**src/rtl/risc8_fetch_if.sv**
```systemverilog
// risc8_fetch_if: bus bundle between the fetch unit and its surroundings.
//   imem_req/imem_addr/imem_data : synchronous program-memory read port
//   instr/imm/instr_pc           : assembled bundle towards decode
//   out_valid/out_ready          : bundle handshake
//   redir_en/redir_addr          : PC redirect (branch/jump/call/return)
// modport master = fetch unit, modport slave = memory + decode side.
interface risc8_fetch_if #(
  parameter int unsigned PC_WIDTH = 16
);
  logic                imem_req;
  logic [PC_WIDTH-1:0] imem_addr;
  logic [7:0]          imem_data;
  logic [7:0]          instr;
  logic [15:0]         imm;
  logic [PC_WIDTH-1:0] instr_pc;
  logic                out_valid;
  logic                out_ready;
  logic                redir_en;
  logic [PC_WIDTH-1:0] redir_addr;

  modport master (
    output imem_req, imem_addr, instr, imm, instr_pc, out_valid,
    input  imem_data, out_ready, redir_en, redir_addr
  );

  modport slave (
    input  imem_req, imem_addr, instr, imm, instr_pc, out_valid,
    output imem_data, out_ready, redir_en, redir_addr
  );
endinterface

```
**src/rtl/risc8_fetch.sv**
```systemverilog
// risc8_fetch: instruction fetch and bundle assembly for the 8-bit RISC core.
// Streams bytes from synchronous program memory through a small skid FIFO,
// assembles opcode + 0..2 immediate bytes into one bundle and offers it to
// decode over a valid/ready handshake. Redirects flush all in-flight bytes.
// Ports:
//   clk, rst_n : core clock, asynchronous active-low reset
//   bus        : risc8_fetch_if.master (memory port, bundle, redirect)
//   perf_bundles/perf_bubbles : saturating 32-bit counters, only present
//                               when FETCH_PERF_EN is defined
// Optional feature macro: FETCH_PERF_EN
module risc8_fetch #(
  parameter int unsigned         PC_WIDTH   = 16,
  parameter logic [PC_WIDTH-1:0] RESET_VEC  = '0,
  parameter int unsigned         FIFO_DEPTH = 2
) (
  input  logic          clk,
  input  logic          rst_n,
  risc8_fetch_if.master bus
`ifdef FETCH_PERF_EN
  ,
  output logic [31:0]   perf_bundles,
  output logic [31:0]   perf_bubbles
`endif
);
  localparam int unsigned PTR_W = (FIFO_DEPTH > 1) ? $clog2(FIFO_DEPTH) : 1;
  localparam int unsigned CNT_W = $clog2(FIFO_DEPTH + 1);

  // Opcodes that carry immediates; everything else has none.
  typedef enum logic [7:0] {
    CPY0  = 8'h80, CPY1 = 8'h81, CPY2 = 8'h82, CPY3 = 8'h83,
    RJUMP = 8'h90, RBWI = 8'h91,
    JUMP  = 8'hA0, CALL = 8'hA1
  } e_instr;

  typedef enum logic [1:0] {S_OP, S_IMM1, S_IMM2, S_HOLD} state_t;

  state_t              state, state_nxt;
  logic                alive;
  logic                rd_inflight;
  logic                issue;
  logic [PC_WIDTH-1:0] fetch_pc;
  logic [PC_WIDTH-1:0] pop_pc;
  logic [7:0]          fifo_mem [FIFO_DEPTH];
  logic [PTR_W-1:0]    rd_ptr, wr_ptr;
  logic [CNT_W-1:0]    cnt;
  logic                stored, avail, pop, pop_stored, push;
  logic [7:0]          head;
  logic [1:0]          head_len, cur_len;
  logic                load_op, load_lo, load_hi;
  logic [7:0]          instr_q;
  logic [15:0]         imm_q;
  logic [PC_WIDTH-1:0] instr_pc_q;

  function automatic logic [1:0] imm_len(input logic [7:0] op);
    logic [1:0] len;
    case (op)
      CPY0, CPY1, CPY2, CPY3, RJUMP, RBWI: len = 2'd1;
      JUMP, CALL:                          len = 2'd2;
      default:                             len = 2'd0;
    endcase
    return len;
  endfunction

  function automatic logic [PTR_W-1:0] ptr_inc(input logic [PTR_W-1:0] p);
    return (p == PTR_W'(FIFO_DEPTH - 1)) ? '0 : p + PTR_W'(1);
  endfunction

  // Issue only while stored bytes plus the outstanding read leave room,
  // so a push can never land in a full FIFO.
  assign issue = alive && !bus.redir_en &&
                 ((32'(cnt) + 32'(rd_inflight)) < FIFO_DEPTH);

  // Returning data is visible to the assembler in the same cycle when the
  // FIFO is empty; this fall-through is what allows one bundle per cycle.
  assign stored     = (cnt != '0);
  assign avail      = stored || rd_inflight;
  assign head       = stored ? fifo_mem[rd_ptr] : bus.imem_data;
  assign head_len   = imm_len(head);
  assign pop_stored = pop && stored;
  assign push       = rd_inflight && !bus.redir_en && !(pop && !stored);

  always_comb begin
    state_nxt = state;
    pop       = 1'b0;
    load_op   = 1'b0;
    load_lo   = 1'b0;
    load_hi   = 1'b0;
    case (state)
      S_OP: if (avail) begin
        pop       = 1'b1;
        load_op   = 1'b1;
        state_nxt = (head_len != 2'd0) ? S_IMM1 : S_HOLD;
      end
      S_IMM1: if (avail) begin
        pop       = 1'b1;
        load_lo   = 1'b1;
        state_nxt = (cur_len == 2'd2) ? S_IMM2 : S_HOLD;
      end
      S_IMM2: if (avail) begin
        pop       = 1'b1;
        load_hi   = 1'b1;
        state_nxt = S_HOLD;
      end
      S_HOLD: if (bus.out_ready) begin
        if (avail) begin
          pop       = 1'b1;
          load_op   = 1'b1;
          state_nxt = (head_len != 2'd0) ? S_IMM1 : S_HOLD;
        end else begin
          state_nxt = S_OP;
        end
      end
      default: state_nxt = S_OP;
    endcase
    if (bus.redir_en) begin
      pop       = 1'b0;
      load_op   = 1'b0;
      load_lo   = 1'b0;
      load_hi   = 1'b0;
      state_nxt = S_OP;
    end
  end

  always_ff @(posedge clk or negedge rst_n) begin
    if (!rst_n) state <= S_OP;
    else        state <= state_nxt;
  end

  always_ff @(posedge clk or negedge rst_n) begin
    if (!rst_n) begin
      instr_q    <= '0;
      imm_q      <= '0;
      instr_pc_q <= RESET_VEC;
      cur_len    <= '0;
    end else begin
      if (load_op) begin
        instr_q    <= head;
        imm_q      <= '0;
        instr_pc_q <= pop_pc;
        cur_len    <= head_len;
      end
      if (load_lo) imm_q[7:0]  <= head;
      if (load_hi) imm_q[15:8] <= head;
    end
  end

  // A redirect suppresses issue in its own cycle, so the only read still
  // outstanding returns during that cycle and is dropped by the clear.
  always_ff @(posedge clk or negedge rst_n) begin
    if (!rst_n) begin
      alive       <= 1'b0;
      rd_inflight <= 1'b0;
      fetch_pc    <= RESET_VEC;
      pop_pc      <= RESET_VEC;
      rd_ptr      <= '0;
      wr_ptr      <= '0;
      cnt         <= '0;
    end else begin
      alive <= 1'b1;
      if (bus.redir_en) begin
        rd_inflight <= 1'b0;
        fetch_pc    <= bus.redir_addr;
        pop_pc      <= bus.redir_addr;
        rd_ptr      <= '0;
        wr_ptr      <= '0;
        cnt         <= '0;
      end else begin
        rd_inflight <= issue;
        if (issue)      fetch_pc <= fetch_pc + PC_WIDTH'(1);
        if (pop)        pop_pc   <= pop_pc + PC_WIDTH'(1);
        if (push)       wr_ptr   <= ptr_inc(wr_ptr);
        if (pop_stored) rd_ptr   <= ptr_inc(rd_ptr);
        cnt <= cnt + CNT_W'(push) - CNT_W'(pop_stored);
      end
    end
  end

  always_ff @(posedge clk) begin
    if (push) fifo_mem[wr_ptr] <= bus.imem_data;
  end

  assign bus.imem_req  = issue;
  assign bus.imem_addr = fetch_pc;
  assign bus.instr     = instr_q;
  assign bus.imm       = imm_q;
  assign bus.instr_pc  = instr_pc_q;
  assign bus.out_valid = (state == S_HOLD);

`ifdef FETCH_PERF_EN
  always_ff @(posedge clk or negedge rst_n) begin
    if (!rst_n) begin
      perf_bundles <= '0;
      perf_bubbles <= '0;
    end else begin
      if (bus.out_valid && bus.out_ready && (perf_bundles != '1))
        perf_bundles <= perf_bundles + 32'd1;
      if (!bus.out_valid && bus.out_ready && (perf_bubbles != '1))
        perf_bubbles <= perf_bubbles + 32'd1;
    end
  end
`endif
endmodule

```
**src/flat_wrapper.sv**
```systemverilog
// flat-port wrapper written by rule: the top's interface ports become plain ports
module risc8_fetch_flat 
#(
  parameter int unsigned         PC_WIDTH   = 16,
  parameter logic [PC_WIDTH-1:0] RESET_VEC  = '0,
  parameter int unsigned         FIFO_DEPTH = 2
)
  (clk, rst_n, bus_imem_req, bus_imem_addr, bus_instr, bus_imm, bus_instr_pc, bus_out_valid, bus_imem_data, bus_out_ready, bus_redir_en, bus_redir_addr);
  risc8_fetch_if #(.PC_WIDTH(PC_WIDTH)) bus_i ();
  input  logic clk;
  input  logic rst_n;
  output wire logic [$bits(bus_i.imem_req)-1:0] bus_imem_req;
  output wire logic [$bits(bus_i.imem_addr)-1:0] bus_imem_addr;
  output wire logic [$bits(bus_i.instr)-1:0] bus_instr;
  output wire logic [$bits(bus_i.imm)-1:0] bus_imm;
  output wire logic [$bits(bus_i.instr_pc)-1:0] bus_instr_pc;
  output wire logic [$bits(bus_i.out_valid)-1:0] bus_out_valid;
  input wire logic [$bits(bus_i.imem_data)-1:0] bus_imem_data;
  input wire logic [$bits(bus_i.out_ready)-1:0] bus_out_ready;
  input wire logic [$bits(bus_i.redir_en)-1:0] bus_redir_en;
  input wire logic [$bits(bus_i.redir_addr)-1:0] bus_redir_addr;
  assign bus_imem_req = bus_i.imem_req;
  assign bus_imem_addr = bus_i.imem_addr;
  assign bus_instr = bus_i.instr;
  assign bus_imm = bus_i.imm;
  assign bus_instr_pc = bus_i.instr_pc;
  assign bus_out_valid = bus_i.out_valid;
  assign bus_i.imem_data = bus_imem_data;
  assign bus_i.out_ready = bus_out_ready;
  assign bus_i.redir_en = bus_redir_en;
  assign bus_i.redir_addr = bus_redir_addr;
  risc8_fetch #(.PC_WIDTH(PC_WIDTH), .RESET_VEC(RESET_VEC), .FIFO_DEPTH(FIFO_DEPTH)) u_core (.clk(clk), .rst_n(rst_n), .bus(bus_i));
endmodule
```
**config.mk**
```make
export PLATFORM = sky130hd
export DESIGN_NAME = risc8_fetch_flat
export DESIGN_NICKNAME = d
export VERILOG_FILES = /design/src/rtl/risc8_fetch_if.sv /design/src/rtl/risc8_fetch.sv /design/src/flat_wrapper.sv
export SDC_FILE = /design/constraint.sdc
export NUM_CORES = 1
export LEC_CHECK = 0
export BUFFER_PORTS_ARGS = -buffer_cell sky130_fd_sc_hd__buf_2
export CORE_UTILIZATION = 48
export CTS_CLUSTER_SIZE = 40
export DETAILED_ROUTE_END_ITERATION = 7
export PLACE_DENSITY_LB_ADDON = 0.15
export SLEW_MARGIN = 20
export SYNTH_ARGS = -nofsm -noshare
export SYNTH_HDL_FRONTEND = slang
export SYNTH_SLANG_ARGS = --single-unit
export TNS_END_PERCENT = 20
```
**constraint.sdc**
```tcl
create_clock -name clk -period 3.5 [get_ports clk]
set_input_delay 0.35 -clock clk [delete_from_list [all_inputs] [get_ports clk]]
set_output_delay 0.35 -clock clk [all_outputs]
set_load 0.005 [all_outputs]
```
======== Word-level counts from Yosys, hierarchy flattened ========
Memory sizes are Yosys's and may differ from the RTL's.
Cells that the tools add are included.
storage, ports and cells
  logic and storage cells ................. 99
  flip-flop bits (word level) ............. 82
  RAM bits ................................ 16
  memories ................................ 1
  output and inout port bits .............. 58
memory list
  memory           depth  bits a word  rd ports  clocked after memory_dff  wr ports  RTL line           text
  u_core.fifo_mem  2      8            1         0                         1         risc8_fetch.sv:43  logic [7:0] fifo_mem [FIFO_DEPTH];
cells by class
  eq/ne operators ......................... 16
  $add $sub $neg .......................... 7
  $lt $le $gt $ge ......................... 1
  reduce and logical (&&, ||, !) cells .... 23
  mux-type cells .......................... 38
operators with widths
  kind                     number
  $mux W16                 5
  $eq A8 B8 Y1 const B     8
  $add A16 B1 Y16 const B  2
  $lt A32 B2 Y1 const B    1
  $mux W8                  3
  $mux W1                  18
  $mux W2                  8
  $reduce_bool A2 Y1       8
  $ne A3 B2 Y1 const B     3
  $pmux W2 S4              1
  $eq A2 B2 Y1 const B     3
  $logic_and A1 B1 Y1      6
  $reduce_or A6 Y1         1
  $pmux W1 S2              2
  $pmux W2 S2              1
  $reduce_and A4 Y1        1
  $add A2 B1 Y3            1
  $logic_not A1 Y1         3
  $ne A3 B1 Y1 const B     1
  $reduce_or A3 Y1         1
  $add A1 B1 Y1 const B    2
  $add A2 B1 Y2            1
  $eq A2 B1 Y1 const B     1
  $logic_not A2 Y1         1
  other kinds (3)          3

======== Longest topological paths before layout ========
Gate-level depths: netlist (run 1).
  word-level depth ........................ 12
  mapped depth ............................ 10

======== Least setup slack after synthesis (run 1) ========
OpenSTA, ideal clock, no wires.
  path kind ............................... reg2reg
  start point ............................. register u_core.state[0]
  end point ............................... register u_core.pop_pc[15]
  cell stages (with the launch flop) ...... 8
  slack ................................... 1378 ps
  setup time .............................. 125 ps
  buffers on the path ..................... 1
  arrival ................................. 1998 ps
  cell sequence ........................... dfrtp_1 -> ha_1 -> nor2b_1 -> clkbuf_1 -> or4_1 -> nor3_1 -> xor2_1 -> mux2_2
between the ends
  elaborated cells between the ends (all ways) .. 8
  those cells by class .................... eq/ne: 3; mux: 2; reduce/logical: 3
RTL lines
  item                          RTL line            text
  start, declared               risc8_fetch.sv:37   state_t state, state_nxt;
  start signal, assigned        risc8_fetch.sv:126  else state <= state_nxt;
  $eq A2 B2 Y1                  n/a
  net bus_out_valid             flat_wrapper.sv:17  output wire logic [$bits(bus_i.out_valid)-1:0] bus_out_valid;
  $pmux W1 S2                   risc8_fetch.sv:88   case (state)
  $mux W1                       risc8_fetch.sv:115  if (bus.redir_en) begin
  $reduce_bool A2 Y1 (no line)  n/a
  end signal, assigned          risc8_fetch.sv:163  pop_pc <= bus.redir_addr;
  end signal, assigned          risc8_fetch.sv:170  if (pop) pop_pc <= pop_pc + PC_WIDTH'(1);
  end, declared                 risc8_fetch.sv:42   logic [PC_WIDTH-1:0] pop_pc;
The timed path passes the listed nets, and every way through them passes these cells.
A chain may end at the register's enable or synchronous reset.

======== Worst setup path in the final report (run 1) ========
  start point ............................. register u_core.state[0]
  end point ............................... register u_core.pop_pc[11]
between the ends
  cells in the longest elaborated chain, start to end .. 5
  elaborated cells between the ends (all ways) .. 8
  those cells by class .................... eq/ne: 3; mux: 2; reduce/logical: 3
ends and longest elaborated chain
  item                                        RTL line
  $eq A2 B1 Y1, or another cell as far along  risc8_fetch.sv:88
  $reduce_or A3 Y1 (no line)                  n/a
  $pmux W1 S2 *                               risc8_fetch.sv:88
  $mux W1 *                                   risc8_fetch.sv:115
  $reduce_bool A2 Y1 (no line) *              n/a
Mark *: on every way between the ends. The rest lies on a longest branch, timed or not.

==> qor.yml, run 1 <==
status: "complete, no violations"
synth_top_area_share_pct: 45.7
clock_path_buffers: 2
diodes: 0
power_density_nw_per_um2: 678
slew_headroom_pct: 47.4
cp_slowest_stage_delay_ns: 0.71
htreeDepth: 3
antenna_left: 0
nets: 541
ys_async_sr_fraction_pct: 83.7
drt_iter0_markers: 96
post-route-min-period_ns: 2.33
synth_cell_types: 46
syn_inst: 419
grt_pass1_wl_um: 16000
dpl.hpwl_um: 6780
post_cts_buffers: 0
path_max_fanout: 11
syn_to_final_growth_pct: 16.5
grt-ovfl-total: 0
grt_antenna_before_repair: 0
path_cells: "ha_1 -> nor2b_1 -> nor4_1 -> nand4_1 -> xnor2_1 -> mux2_2"
die_h_um: 98.7
numPortBuffers: 85
io_pins: 86
first_pass_iters: 4
path_class: "flip-flop to flip-flop"
mostFrequentLayoutCell: "nand2_1"
ys_seq_area_share_pct: 56.4
cts_tree: "yes"
synth_edf_count: 16
wl_per_cell_um: 15.4
cts_hold_buf: 0
start_kind: "flip-flop"
dp_cells: 601
layout_common_cells: "nand2_1, buf_2, dfrtp_1"
required_ns: 3.76
cts_root_buf: "clkbuf_8"
hold_path_class: "input pin to asynchronous set/reset pin"
final_core_util_pct: 58.8
synth.net_count: 456
multi_input_area_um2: 1860
grt_max_degree: 83
coreArea_um2: 8890
initial_utilization_pct: 50.5
pre_cts_slack_ns: 1.17
ff_latch_area_um2: 2530
period_share_pct: 66.6
ys_warn_count: 0
worstPathArrival_ns: 2.59
ys_ff_latch: 98
worstSetupEndpointType: "flip-flop"
fin_ws_ns: 1.17
peakVddDrop_v: 0.000303
cts_resized: 0
path_clk_slew_ns: 0.10
critPathSlowestCell: "nor4_1"
grt_usage_pct: 21.2
leakagePower_uw: 0.00249
synthTopCellsByArea: "dfrtp_1, edfxtp_1, nand2_1, mux2_2, xor2_1"
tightest_slew_ns: 0.787
slew_viol_final: 0
avgSynthCellArea_um2: 10.7
vias: 3274
die_area_um2: 9740
clock_latency_ns: 0.37
p_total_uw: 3540
grt_pass1_vias: 3253
cts_buffers: 9
fp.dieW_um: 98.7
fmax_ghz: 0.429
vias_per_cell: 5.31
synth.largest_area_cell: "dfrtp_1"
skew_ns: 0.0121
drv_cap: 0
final_cells: 617
fp-row-count: 34
route.detailed.drc: 0
cts.sinks: 98
setup_viol: 0
fillers: 783
synth_area_um2: 4490
tns_ns: 0
routed_wl_um: 9520
ys.flop_type: "dfrtp_1"
gp_congestion: 0.808
report.final.hold_viol_count: 0
layout-drive-gt1-share_pct: 26.9
rsz0062_at_grt: "false"
==> through the flow <==
step,cell area (µm²),hold WS [ns]
2_1_floorplan,4490,0.0544
3_3_place_gp,5010,0.452
3_5_place_dp,5010,0.462
4_1_cts,5220,0.171
5_1_grt,5230,0.0664
6_report,5230,0.0245
==> area by class of cell <==
| type | count | share of cell area, % |
|---|---|---|
| tap | 108 | 2.59 |
| multi-input combinational | 298 | 35.6 |
| clock buffer | 12 | 3.04 |
| inverter | 9 | 0.647 |
| sequential | 98 | 48.5 |
| clock inverter | 4 | 0.934 |
| timing repair buffer | 88 | 8.69 |
==> sequential cells by signal, indices dropped and copies added, names as in the netlist, 2 cells and up <==
signal and count:
u_core.bus.imem_addr 16, u_core.fifo_mem 16, u_core.pop_pc 16, u_core.bus.imm 16, u_core.bus.instr_pc 16, u_core.cnt 2, u_core.state 2, u_core.cur_len 2
u_core.bus.instr 8
==> cells in the mapped netlist (2+ instances only) <==
library cell,n
nand2_1,90
dfrtp_1,82
o21ai_0,29
mux2_2,27
nor2_1,26
xor2_1,18
a21oi_1,16
edfxtp_1,16
xnor2_1,12
mux2i_1,10
clkbuf_1,9
ha_1,9
inv_1,8
nand4_1,7
and3_1,6
nand3_1,5
nor3_1,5
nor4_1,5
and2_1,4
nor2b_1,4
a21o_1,2
buf_1,2
buf_2,2
o31ai_1,2
or3_1,2
==> worst paths after layout <==
kind / start / endpoint / slack (ns) / cells after the start
min reg2reg: u_core.bus.imm[10] / u_core.bus.imm[10] / 0.48 / 2
max: u_core.state[0] / u_core.pop_pc[11] / 1.17 / 6
max reg2reg: u_core.state[0] / u_core.pop_pc[11] / 1.17 / 6
min: rst_n / u_core.bus.imm[0] / 0.02 / 1
min in group clk: bus_imem_data[2] / u_core.fifo_mem[1][2] / 0.18 / 1
max in group asynchronous: rst_n / u_core.pop_pc[5] / 2.95 / 1
==> power by group <==
part           internal (µW)  switching (µW)
clock network            378             376
logic                    506             621
registers               1440             218
total                   2330            1220
==> cells by family after synthesis <==
logic type,share of synthesized area [%]
simple gates,17.0
flops,56.4
compound gates,7.06
mux,9.01
xor+xnor,5.86
buf+inv,2.06
fa+ha+maj,2.51
other cells,0.0836
==> routing by layer <==
| metal | global-route usage (%) | wire, µm |
|---|---|---|
| met5 | 0 | 0 |
| met4 | 6.89 | 127 |
| met3 | 4.54 | 381 |
| met2 | 36.0 | 4680 |
| met1 | 27.2 | 4330 |
==> worst max-delay path: cells and delay by family, from the launching register on <==
family        cells  cell delay (ns)
simple gates      3             1.16
flops             1             0.41
mux               1             0.26
fa+ha+maj         1             0.24
xor+xnor          1             0.16
No activity file was read; power rests on OpenSTA's default activity.
==> run 2: changes to the inputs <==
==> constraint.sdc (replaced) <==
create_clock -name clk -period 2.3 [get_ports clk]
set_input_delay 0.23 -clock clk [delete_from_list [all_inputs] [get_ports clk]]
set_output_delay 0.23 -clock clk [all_outputs]
set_load 0.005 [all_outputs]
==> run 2 against run 1 <==
Core utilization is 1.2 points higher. Sequential share of layout area is 1.0 points lower. Via count is 0.40% higher. Register-to-register slack worse by 1.0 ns. Clock-buffer cell count is 1 lower. Clock skew is 0.00092 ns lower. Global-route usage is 0.26 points higher. Combinational power is 59% higher. Critical endpoint is now u_core.pop_pc[12]. Highest routed layer unchanged.
==> qor.yml, run 2 (synthesized netlist as in run 1, its figures left out) <==
status: "complete, no violations"
nets: 554  # +2.4%
dpl.hpwl_um: 7010  # +3.4%
min_from: "bus_imem_data[7]"
multi_input_area_um2: 1870  # +0.34%
setup_viol: 0  # unchanged
internal_power_uw: 3580  # +54%
slew_viol_final: 0  # unchanged
slew_headroom_pct: 54.2  # +6.8 points
hold_path_class: "input pin to flip-flop"
fillers: 799  # +2.0%
post-route-min-period_ns: 2.16  # -0.172 ns
drt_iter0_markers: 127  # +32%
grt_max_degree: 43  # -48%
critPathSlowestCell: "or4b_1"
switchingPower_uw: 1870  # +54%
rsz0062_at_grt: "false"
tns_ns: 0  # unchanged
worstPathArrival_ns: 2.42  # -0.17 ns
drv_cap: 0  # unchanged
path_max_fanout: 8  # -3
r2r_setup_slack_ns: 0.14  # -1.03 ns
vias: 3287  # +0.40%
die_h_um: 98.7  # unchanged
worstSetupEndpointType: "flip-flop"
tightest_slew_ns: 0.686  # -0.102 ns
whs_ns: 0.0708  # +0.0463 ns
io_pins: 86  # unchanged
cts.sinks: 98  # unchanged
coreArea_um2: 8890  # unchanged
gp_congestion: 0.818  # +1.2%
htreeDepth: 3  # unchanged
rr_startpoint: "u_core.state[0]"
path_cells: "ha_1 -> nor2b_1 -> or4b_1 -> nor2_1 -> xor2_1 -> mux2_2"
period_share_pct: 93.9  # +27 points
cts_root_buf: "clkbuf_8"
grt_antenna_before_repair: 0  # unchanged
p_sw_share_pct: 34.3  # about the same
peakVddDrop_v: 0.000538  # +77%
cts_buffers: 9  # unchanged
cpLargestDelayFamily: "simple AND/OR/NAND/NOR gates"
syn_to_final_growth_pct: 18.9
fmax_ghz: 0.463  # +8.0%
p_clk_share_pct: 20.8  # -0.5 points
path_clk_slew_ns: 0.10  # about the same
grt_usage_pct: 21.4  # +0.26 points
layout_common_cells: "nand2_1, buf_2, dfrtp_1"
fp.dieW_um: 98.7  # unchanged
layout-drive-gt1-share_pct: 28.6  # +1.7 points
fp-row-count: 34  # unchanged
report.final.hold_viol_count: 0  # unchanged
clock_latency_ns: 0.36  # about the same
mostFrequentLayoutCell: "nand2_1"
leakagePower_uw: 0.00255  # +2.2%
path_class: "flip-flop to flip-flop"
route.detailed.drc: 0  # unchanged
ff_latch_area_um2: 2530  # unchanged
first_pass_iters: 5  # +1
grt_pass1_wl_um: 16100  # +0.91%
power_density_nw_per_um2: 1020  # +51%
diodes: 0  # unchanged
grt-ovfl-total: 0  # unchanged
p_seq_share_pct: 46.2  # -0.7 points
vias_per_cell: 5.23  # -1.5%
combPwrFrac_pct: 33.0  # +1.2 points
critPathBufInv: 0  # unchanged
die_area_um2: 9740  # unchanged
antenna_left: 0  # unchanged
skew_ns: 0.0112  # -0.000915 ns
required_ns: 2.56  # -1.20 ns
numPortBuffers: 85  # unchanged
routed_wl_um: 9740  # +2.4%
start_kind: "flip-flop"
reg2reg_to: "u_core.pop_pc[12]"
grt_pass1_vias: 3310  # +1.8%
clock_path_buffers: 2  # unchanged
cp_slowest_stage_delay_ns: 0.66  # -0.05 ns
cts_tree: "yes"
initial_utilization_pct: 50.5  # unchanged
hold_end: "u_core.fifo_mem[1][7]"
post_cts_buffers: 0  # unchanged
wl_per_cell_um: 15.5  # +0.42%
hold_depth: 1
r2r_cells: 6  # unchanged
[run 2: cell types whose count changed in the layout (fill, tap and decap cells not counted), sizes merged]
| cell | change |
|---|---|
| inv | -1 |
| buf | +12 |
| clkinvlp | +1 |
| clkbuf | -1 |
| dlygate4sd3 | +1 |
[run 2: area by class of cell]
cell class              count  area share [%]
well taps                 108            2.53
flip-flops and latches     98            47.5
repair buffers            101            10.6
clock buffers              11            2.84
inverters                   9           0.633
clock inverters             4           0.962
multi-input cells         298            35.0
[run 2: per-layer routing]
| layer | GRT usage [%] | share of wire (%) | vias up | routed length (µm) |
|---|---|---|---|---|
| met5 | 0 | 0 | - | 0 |
| met4 | 7.58 | 1.2 | 0 | 118 |
| met3 | 2.98 | 4.1 | 9 | 401 |
| met2 | 37.4 | 49 | 92 | 4820 |
| met1 | 27.4 | 45 | 1561 | 4410 |
| li1 | - | - | 1625 | - |
[run 2: repair_timing]
action                                 CTS  global route
hold buffers                             1             0
resized for setup                        0             1
setup endpoints to repair                0             1
endpoints found under the hold margin   40             0
[run 2: per-stage QoR]
stage          cells  util (%)  area [µm²]  worst slack, ns  total power, µW
2_1_floorplan    419         -        4490            0.178             3590
3_3_place_gp     613      57.5        5120            0.190             4300
3_5_place_dp     613      57.5        5120            0.166             4360
4_1_cts          629      59.9        5330            0.152             5490
5_1_grt          629      60.0        5340           0.0183             5840
6_report         629      60.0        5340            0.140             5450
[run 2: worst max path at each step]
stage,depth (start not counted),startpoint,slack (ns),end
2_1_floorplan,7,u_core.state[0],0.18,u_core.pop_pc[15]
3_3_place_gp,6,u_core.state[0],0.19,u_core.pop_pc[14]
3_5_place_dp,6,u_core.state[0],0.17,u_core.pop_pc[12]
4_1_cts,6,u_core.state[0],0.15,u_core.pop_pc[12]
5_1_grt,5,u_core.state[1],0.02,u_core.fifo_mem[1][3]
6_report,6,u_core.state[0],0.14,u_core.pop_pc[12]
[run 2: worst reg2reg max path: stages (launching register included)]
cell and delay (ns):
dfrtp_1 0.41, ha_1 0.24, nor2b_1 0.22, or4b_1 0.66, nor2_1 0.19, xor2_1 0.08, mux2_2 0.26
[run 2: power by group through the flow]
| stage | clock network, µW | logic (µW) | registers (µW) |
|---|---|---|---|
| 2_1_floorplan | 0 | 1060 | 2530 |
| 3_3_place_gp | 0 | 1760 | 2540 |
| 3_5_place_dp | 0 | 1810 | 2550 |
| 4_1_cts | 1160 | 1820 | 2520 |
| 5_1_grt | 1230 | 2030 | 2580 |
| 6_report | 1140 | 1800 | 2520 |
